===== config.mk =====
export PLATFORM = sky130hd
export DESIGN_NAME = main_control_fsm
export DESIGN_NICKNAME = d
export VERILOG_FILES = /design/src/rtl/mips_ctrl_pkg.sv /design/src/rtl/main_ctrl_outdec.sv /design/src/rtl/main_control_fsm.sv
export SDC_FILE = /design/constraint.sdc
export NUM_CORES = 1
export LEC_CHECK = 0
export CORE_ASPECT_RATIO = 0.9
export CORE_MARGIN = 8
export CORE_UTILIZATION = 35
export DETAILED_ROUTE_END_ITERATION = 7
export DONT_BUFFER_PORTS = 1
export PLACE_DENSITY = 0.57
export SETUP_SLACK_MARGIN = 0.1
export SYNTH_ARGS = -nofsm -noshare
export SYNTH_HDL_FRONTEND = slang
export SYNTH_HIERARCHICAL = 1
export SYNTH_SLANG_ARGS = --single-unit

===== constraint.sdc =====
create_clock -name clk -period 2.6 [get_ports clk]
set_input_delay 0.78 -clock clk [delete_from_list [all_inputs] [get_ports clk]]
set_output_delay 0.78 -clock clk [all_outputs]
set_load 0.05 [all_outputs]

===== src/rtl/mips_ctrl_pkg.sv =====
// Shared types and encodings for the multi-cycle MIPS main control unit.
// Optional build macro MAIN_CTRL_ADDI_EN adds the addi execute/write-back states.
package mips_ctrl_pkg;

  localparam logic [5:0] OP_RTYPE = 6'b000000;
  localparam logic [5:0] OP_LW    = 6'b100011;
  localparam logic [5:0] OP_SW    = 6'b101011;
  localparam logic [5:0] OP_BEQ   = 6'b000100;
  localparam logic [5:0] OP_BNE   = 6'b000101;
  localparam logic [5:0] OP_J     = 6'b000010;
  localparam logic [5:0] OP_ADDI  = 6'b001000;

  localparam logic [1:0] ALUOP_ADD   = 2'b00;
  localparam logic [1:0] ALUOP_SUB   = 2'b01;
  localparam logic [1:0] ALUOP_FUNCT = 2'b10;

  localparam logic [1:0] SRCB_REG     = 2'b00;
  localparam logic [1:0] SRCB_FOUR    = 2'b01;
  localparam logic [1:0] SRCB_IMM     = 2'b10;
  localparam logic [1:0] SRCB_IMM_SH2 = 2'b11;

  localparam logic [1:0] PCSRC_ALU    = 2'b00;
  localparam logic [1:0] PCSRC_ALUOUT = 2'b01;
  localparam logic [1:0] PCSRC_JUMP   = 2'b10;

  typedef enum logic [3:0] {
    S_INIT,
    S_FETCH,
    S_DECODE,
    S_MEM_ADDR,
    S_MEM_READ,
    S_MEM_WB,
    S_MEM_WRITE,
    S_R_EXEC,
    S_R_WB,
    S_BRANCH,
    S_JUMP
`ifdef MAIN_CTRL_ADDI_EN
    ,
    S_ADDI_EXEC,
    S_ADDI_WB
`endif
  } state_e;

  typedef struct packed {
    logic       pc_write;
    logic       pc_write_cond;
    logic       i_or_d;
    logic       mem_read;
    logic       mem_write;
    logic       mem_to_reg;
    logic       ir_write;
    logic       reg_write;
    logic       reg_dst;
    logic       alu_src_a;
    logic       branch_ne;
    logic       illegal_op;
    logic [1:0] alu_src_b;
    logic [1:0] pc_source;
    logic [1:0] alu_op;
  } ctrl_t;

  // First state after DECODE; FETCH doubles as the "unsupported opcode" answer.
  function automatic state_e opcode_target(input logic [5:0] op);
    case (op)
      OP_LW, OP_SW:    return S_MEM_ADDR;
      OP_RTYPE:        return S_R_EXEC;
      OP_BEQ, OP_BNE:  return S_BRANCH;
      OP_J:            return S_JUMP;
`ifdef MAIN_CTRL_ADDI_EN
      OP_ADDI:         return S_ADDI_EXEC;
`endif
      default:         return S_FETCH;
    endcase
  endfunction

endpackage


===== src/rtl/main_ctrl_outdec.sv =====
// Combinational state -> control-word decoder for the main control FSM.
// Only FETCH looks at mem_ready; DECODE flags unsupported opcodes.
module main_ctrl_outdec
  import mips_ctrl_pkg::*;
(
  input  state_e state_i,
  input  logic   mem_ready_i,
  input  logic   op_bne_i,
  input  logic   op_legal_i,
  output ctrl_t  ctrl_o
);

  always_comb begin
    ctrl_o = '0;
    case (state_i)
      S_FETCH: begin
        ctrl_o.mem_read  = 1'b1;
        ctrl_o.alu_src_b = SRCB_FOUR;
        ctrl_o.alu_op    = ALUOP_ADD;
        ctrl_o.pc_write  = mem_ready_i;
        ctrl_o.ir_write  = mem_ready_i;
      end
      S_DECODE: begin
        ctrl_o.alu_src_b  = SRCB_IMM_SH2;
        ctrl_o.alu_op     = ALUOP_ADD;
        ctrl_o.illegal_op = ~op_legal_i;
      end
      S_MEM_ADDR: begin
        ctrl_o.alu_src_a = 1'b1;
        ctrl_o.alu_src_b = SRCB_IMM;
        ctrl_o.alu_op    = ALUOP_ADD;
      end
      S_MEM_READ: begin
        ctrl_o.mem_read = 1'b1;
        ctrl_o.i_or_d   = 1'b1;
      end
      S_MEM_WB: begin
        ctrl_o.reg_write  = 1'b1;
        ctrl_o.mem_to_reg = 1'b1;
      end
      S_MEM_WRITE: begin
        ctrl_o.mem_write = 1'b1;
        ctrl_o.i_or_d    = 1'b1;
      end
      S_R_EXEC: begin
        ctrl_o.alu_src_a = 1'b1;
        ctrl_o.alu_src_b = SRCB_REG;
        ctrl_o.alu_op    = ALUOP_FUNCT;
      end
      S_R_WB: begin
        ctrl_o.reg_dst   = 1'b1;
        ctrl_o.reg_write = 1'b1;
      end
      S_BRANCH: begin
        ctrl_o.alu_src_a     = 1'b1;
        ctrl_o.alu_src_b     = SRCB_REG;
        ctrl_o.alu_op        = ALUOP_SUB;
        ctrl_o.pc_write_cond = 1'b1;
        ctrl_o.pc_source     = PCSRC_ALUOUT;
        ctrl_o.branch_ne     = op_bne_i;
      end
      S_JUMP: begin
        ctrl_o.pc_write  = 1'b1;
        ctrl_o.pc_source = PCSRC_JUMP;
      end
`ifdef MAIN_CTRL_ADDI_EN
      S_ADDI_EXEC: begin
        ctrl_o.alu_src_a = 1'b1;
        ctrl_o.alu_src_b = SRCB_IMM;
        ctrl_o.alu_op    = ALUOP_ADD;
      end
      S_ADDI_WB: begin
        ctrl_o.reg_write = 1'b1;
      end
`endif
      default: ctrl_o = '0;
    endcase
  end

endmodule


===== src/rtl/main_control_fsm.sv =====
// Multi-cycle MIPS main control: state register, next-state logic, retire counter.
// Define MAIN_CTRL_ADDI_EN to execute addi; otherwise opcode 001000 is illegal.
module main_control_fsm
  import mips_ctrl_pkg::*;
#(
  parameter int RETIRE_W = 32
) (
  input  logic                clk,
  input  logic                rst_n,
  input  logic [5:0]          opcode,
  input  logic                mem_ready,
  output logic                PCWrite,
  output logic                PCWriteCond,
  output logic                IorD,
  output logic                MemRead,
  output logic                MemWrite,
  output logic                MemtoReg,
  output logic                IRWrite,
  output logic                RegWrite,
  output logic                RegDst,
  output logic                ALUSrcA,
  output logic                branch_ne,
  output logic [1:0]          ALUSrcB,
  output logic [1:0]          PCSource,
  output logic [1:0]          ALU_op,
  output logic                illegal_op,
  output logic [RETIRE_W-1:0] instr_retired
);

  state_e              state_q, state_d;
  logic [RETIRE_W-1:0] retired_q, retired_d;
  logic                retire;
  logic                op_legal;
  state_e              decode_target;
  ctrl_t               ctrl;

  assign decode_target = opcode_target(opcode);
  assign op_legal      = (decode_target != S_FETCH);

  always_ff @(posedge clk or negedge rst_n) begin
    if (!rst_n) begin
      state_q   <= S_INIT;
      retired_q <= '0;
    end else begin
      state_q   <= state_d;
      retired_q <= retired_d;
    end
  end

  always_comb begin
    state_d = state_q;
    retire  = 1'b0;
    case (state_q)
      S_INIT:     state_d = S_FETCH;
      S_FETCH:    if (mem_ready) state_d = S_DECODE;
      S_DECODE:   state_d = decode_target;
      S_MEM_ADDR: state_d = (opcode == OP_SW) ? S_MEM_WRITE : S_MEM_READ;
      S_MEM_READ: if (mem_ready) state_d = S_MEM_WB;
      S_MEM_WRITE: begin
        // A store retires only once memory accepts it.
        if (mem_ready) begin
          state_d = S_FETCH;
          retire  = 1'b1;
        end
      end
      S_R_EXEC:   state_d = S_R_WB;
      S_MEM_WB, S_R_WB, S_BRANCH, S_JUMP: begin
        state_d = S_FETCH;
        retire  = 1'b1;
      end
`ifdef MAIN_CTRL_ADDI_EN
      S_ADDI_EXEC: state_d = S_ADDI_WB;
      S_ADDI_WB: begin
        state_d = S_FETCH;
        retire  = 1'b1;
      end
`endif
      default:    state_d = S_INIT;
    endcase
    retired_d = retire ? retired_q + RETIRE_W'(1) : retired_q;
  end

  main_ctrl_outdec u_outdec (
    .state_i     (state_q),
    .mem_ready_i (mem_ready),
    .op_bne_i    (opcode == OP_BNE),
    .op_legal_i  (op_legal),
    .ctrl_o      (ctrl)
  );

  assign PCWrite       = ctrl.pc_write;
  assign PCWriteCond   = ctrl.pc_write_cond;
  assign IorD          = ctrl.i_or_d;
  assign MemRead       = ctrl.mem_read;
  assign MemWrite      = ctrl.mem_write;
  assign MemtoReg      = ctrl.mem_to_reg;
  assign IRWrite       = ctrl.ir_write;
  assign RegWrite      = ctrl.reg_write;
  assign RegDst        = ctrl.reg_dst;
  assign ALUSrcA       = ctrl.alu_src_a;
  assign branch_ne     = ctrl.branch_ne;
  assign ALUSrcB       = ctrl.alu_src_b;
  assign PCSource      = ctrl.pc_source;
  assign ALU_op        = ctrl.alu_op;
  assign illegal_op    = ctrl.illegal_op;
  assign instr_retired = retired_q;

endmodule


# Word level (Yosys, flattened, before mapping)
# Index checks and enable logic that the tools add are counted.
[word_totals]
word_cells = 57
in_bits = 9
output_inout_bits = 50
regBits = 36
[op_classes]
eq_ne = 19
add_sub_neg = 1
muxes = 23
n_reduce_logical = 11
bitwise_logic = 1
[ops]
columns = ["operator", "n"]
rows = [
  ["adder 32 x 1 -> 32 bit (second input constant)", 1],
  ["one-hot mux 4 bit (7 select lines)", 1],
  ["equality test 4 x 3 -> 1 bit (second input constant)", 4],
  ["one-hot mux 4 bit (4 select lines)", 1],
  ["equality test 4 bit (second input constant)", 3],
  ["equality test 6 x 3 -> 1 bit (second input constant)", 2],
  ["equality test 6 bit (second input constant)", 2],
  ["2-to-1 mux 1 bit", 12],
  ["2-to-1 mux 4 bit", 3],
  ["OR reduction 2 bit", 5],
  ["equality test 4 x 2 -> 1 bit (second input constant)", 2],
  ["one-hot mux 2 bit (2 select lines)", 2],
  ["equality test 6 x 2 -> 1 bit (second input constant)", 1],
  ["zero test 6 bit", 1],
  ["inequality test 2 bit (second input constant)", 3],
  ["one-hot mux 2 bit (3 select lines)", 1],
  ["OR reduction 5 bit", 1],
  ["equality test 4 x 1 -> 1 bit (second input constant)", 1],
  ["zero test 4 bit", 1],
  ["inequality test 4 x 1 -> 1 bit (second input constant)", 1],
  ["one-hot mux 1 bit (2 select lines)", 2],
  ["OR reduction 4 bit", 1],
  ["AND reduction 3 bit", 1],
  ["OR reduction 3 bit", 1],
  ["other kinds (2)", 2],
]

# Depth between registers and ports, before layout
# Gate-level depths: netlist of run 1.
[depth]
word_depth = 6
depth_mapped = 7
depth_no_buf = 5

# Cells and area by module
# The synthesis of run 1 kept the hierarchy.
[by_module_without_submodules]
columns = ["module", "seq_area_each_um2", "area_per_inst_um2", "cells_per_inst", "instances"]
rows = [
  ["main_control_fsm", 900.9, 1830.5, 185, 1],
  ["main_ctrl_outdec", 0.0, 230.2, 35, 1],
]

# Worst setup path after synthesis of run 1
# No wires, ideal clock.
[synth_timing]
kind = "input to output"
start = "input opcode[2]"
end = "output illegal_op"
arrival_ns = 2.662
required_time_ns = 1.820
setup_slack_ns = -0.842
stages = 5
n_path_buf = 0
cell_sequence = "nor2b_1 -> nor2_1 -> o32a_1 -> nor2_1 -> nor4_1"
[synth_via]
elab_chain_cells = 6
word_cells_on_any_way = 12
[synth_lines]
columns = ["item", "line_no", "rtl"]
rows = [
  ["from (decl)", "main_control_fsm.sv:10", "input logic [5:0] opcode,"],
  ["equality test 6 x 3 -> 1 bit / equality test 6 bit (equally long branches)", "mips_ctrl_pkg.sv:65", "case (op)"],
  ["OR reduction 2 bit", "mips_ctrl_pkg.sv:65", ""],
  ["one-hot mux 4 bit (4 select lines) (*)", "mips_ctrl_pkg.sv:65", ""],
  ["inequality test 4 x 1 -> 1 bit (*)", "main_control_fsm.sv:38", "assign op_legal = (decode_target != S_FETCH);"],
  ["net op_legal", "main_control_fsm.sv:33", "logic op_legal;"],
  ["NOT 1 bit (*)", "main_ctrl_outdec.sv:26", "ctrl_o.illegal_op = ~op_legal_i;"],
  ["2-to-1 mux 1 bit (*)", "main_ctrl_outdec.sv:15", "case (state_i)"],
  ["to (decl)", "main_control_fsm.sv:26", "output logic illegal_op,"],
]
# The timed path passes the listed nets; every way through them passes the cells marked *.

# Worst setup path in the final report of run 1
# Ends and elaborated chain as after synthesis.

==> impl_metrics.json, run 1 <==
{
  "grt_pass1_vias": 1757,
  "setup_slack_ns": 0.1713,
  "yosysSeqAreaShare_pct": 43.72,
  "internal_power_mw": 1.502,
  "grt_antenna_before_repair": 0,
  "p_clk_share_pct": 27.0,
  "die_area_um2": 8602,
  "globalRouteMet2Util_pct": 20.09,
  "dp_hpwl_um": 3940,
  "avgRoutedWirePerCell_um": 15.81,
  "crit_path_end_kind": "output port",
  "gp_congestion": 0.7387,
  "instances_no_fill": 337,
  "status": "finished clean",
  "vias": 1777,
  "synth_nets": 230,
  "layout-drive-gt1-share_pct": 28.46,
  "synth_common_cells": "dfrtp_1, nor2_1, xor2_1",
  "dr.first_iter.drc_count": 83,
  "final_util_pct": 47.52,
  "cp_max_fo": 5,
  "worstSetupPathType": "in2out",
  "r2r-start": "state_q[2]$_DFFE_PN0P_",
  "yosysTopAreaCell": "dfrtp_1",
  "top_usage_layer": "met2",
  "fmax_ghz": 0.4117,
  "grt_overflow": 0,
  "crit_chain": "nor2b_1 > nor2_1 > o32a_1 > nor2_2 > nor4_4 > buf_12",
  "finalMaxSlewViolations": 0,
  "track_usage_pct": 12.17,
  "cts_root_buffer": "clkbuf_8",
  "final_nets": 276,
  "ir_drop_uv": 690.8,
  "wirelength_um": 5327,
  "cts.clk_slew.worst_paths_ns": 0.08,
  "grt_pass1_wl_um": 8687,
  "cts_buffer_depth": 2,
  "dp_cells": 329,
  "num_rows": 26,
  "finalCritPeriodShare_pct": 93.41,
  "synth_most_common_cell": "dfrtp_1",
  "synth_seq_cells": 36,
  "clock_latency_ns": 0.29,
  "async_reset_ff_share_pct": 100.0,
  "switching_power_mw": 1.076,
  "hold_viol_final": 0,
  "grt_max_degree": 37,
  "synth.avg_cell_area_um2": 9.367,
  "drc_errors": 0,
  "rrSetupSlack_ns": 0.55,
  "cpPeakStageDelay_ns": 0.29,
  "place_worst_setup_slack_ns": 0.1127,
  "synth_top_cell_area_share_pct": 43.72,
  "firstDrtPassIters": 4,
  "crit_arrival_ns": 1.65,
  "die_h_um": 88.80,
  "synth.top_cells.by_area": "dfrtp_1, xor2_1, nor2_1",
  "postSynthCellCount": 220,
  "ys_types": 43,
  "netlist_area_um2": 2061,
  "critPathBufInv": 1,
  "cp_slowest_cell": "o32a_1",
  "numClockSinks": 36,
  "timing.rr.end": "instr_retired[30]$_DFFE_PN0P_",
  "cts_tree": "built",
  "pwr-share-seq_pct": 27.3,
  "synth_edf_count": 0,
  "post-cts-setup-buffers": 0,
  "syn_to_final_growth_pct": 31.27,
  "pwr-share-comb_pct": 45.7,
  "p_sw_share_pct": 41.72,
  "min_period_ns": 2.429,
  "antenna_left": 0,
  "slew_headroom_pct": 59.41,
  "synthFlopType": "dfrtp_1",
  "cp_num_cells": 6,
  "gr-usage-met3_pct": 3.825,
  "holdWs_ns": 0.1691,
  "r2r_cells": 7,
  "core_um2": 5693,
  "rsz0062_at_grt": "no",
  "path_delay_family": "simple AND/OR/NAND/NOR gates",
  "skew_ns": 0.009793,
  "htree_levels": 2,
  "setup_viol": 0,
  "drt-vias-per-instance": 5.273,
  "worst_pin_slew_ns": 0.6088,
  "die_x_um": 96.88,
  "p_per_area_nw_per_um2": 953.0,
  "critical_path_required_ns": 1.82,
  "cts_made_buffers": 5,
  "met1_usage_pct": 14.91,
  "holdCritPathClass": "in2async",
  "start_kind": "input port",
  "yosysWarnings": 6,
  "leakagePower_nw": 1.261,
  "io_pins": 59,
  "diodes": 0,
  "portBuffers": 0,
  "max-cap-violations": 0,
  "start_util_pct": 36.20
}
## area by class of cell
type                    count  area, µm²
fillers                   554       2988
multi-input cells         168       1131
flip-flops and latches     36      900.9
repair buffers             51      411.6
clock inverters             3      90.09
well taps                  70      87.58
clock buffers               5      68.82
inverters                   4      15.01
## layout by cell type (no fill, tap or decap), drive strengths merged, types with 2 or more instances in the layout
cell type / n
nand3: 11
or3: 2
dfrtp: 36
nor4: 12
xor2: 23
nand2: 16
nor2: 23
o21ai: 3
bufinv: 3
nand4: 6
nor2b: 4
nor3: 13
inv: 4
xnor2: 9
and3: 3
a41oi: 2
nand2b: 7
buf: 51
nand3b: 3
nor3b: 4
a21oi: 11
or4: 2
clkbuf: 5
## through the flow
stage | total power [mW] | area [µm²] | setup TNS [ns]
2_1_floorplan | 1.585 | 2113 | -0.03762
3_3_place_gp | 1.892 | 2537 | 0
3_5_place_dp | 1.905 | 2537 | 0
4_1_cts | 2.602 | 2696 | 0
5_1_grt | 2.703 | 2705 | 0
6_report | 2.578 | 2705 | 0
## worst max-delay path by stage
stage | start | end | slack [ns]
floorplan | opcode[3] | branch_ne | -0.04
global placement | opcode[0] | illegal_op | 0.14
detailed placement | opcode[0] | illegal_op | 0.11
CTS | opcode[0] | illegal_op | 0.10
global route | opcode[2] | branch_ne | 0.10
finish | opcode[2] | illegal_op | 0.17
## routing by layer
metal | vias up | share of wire (%)
met5 | - | 0
met4 | 0 | 1.4
met3 | 12 | 5.6
met2 | 42 | 47
met1 | 858 | 46
li1 | 865 | -
## power groups by stage
stage / Clock [mW] / Combinational (mW) / Sequential, mW
2_1_floorplan: 0 / 0.711 / 0.874
3_3_place_gp: 0 / 1.18 / 0.713
3_5_place_dp: 0 / 1.19 / 0.716
4_1_cts: 0.705 / 1.19 / 0.705
5_1_grt: 0.725 / 1.26 / 0.717
6_report: 0.696 / 1.18 / 0.705
## cells by family after synthesis
logic type               synth area share, %
XOR/XNOR                               13.60
flip-flops                             43.72
buffers and inverters                  4.432
adder cells (fa/ha/maj)               0.6071
AND/OR/NAND/NOR                        30.72
AO/OA/AOI/OAI                          6.376
multiplexers                          0.5464
## timing repair
item	CTS	global route
gates resized for setup	0	3
hold buffers	0	0
endpoints found under the setup margin	0	2
## sequential cells by signal, summed over array words and instances, names as in the netlist
| name | count |
|---|---|
| instr_retired | 32 |
| state_q | 4 |
Power figures use the tool's default switching activity.
==> run 2, diff against run 1 <==
--- a/config.mk
+++ b/config.mk
@@ -5,11 +5,13 @@
 export SDC_FILE = /design/constraint.sdc
 export NUM_CORES = 1
 export LEC_CHECK = 0
+export ABC_CLOCK_PERIOD_IN_PS = 2600
 export CORE_ASPECT_RATIO = 0.9
 export CORE_MARGIN = 8
 export CORE_UTILIZATION = 35
 export DETAILED_ROUTE_END_ITERATION = 7
 export DONT_BUFFER_PORTS = 1
+export GPL_ROUTABILITY_DRIVEN = 0
 export PLACE_DENSITY = 0.57
 export SETUP_SLACK_MARGIN = 0.1
 export SYNTH_ARGS = -nofsm -noshare
==> results of run 2 <==
The final DEF is identical to that of run 1; final timing and power are the same.
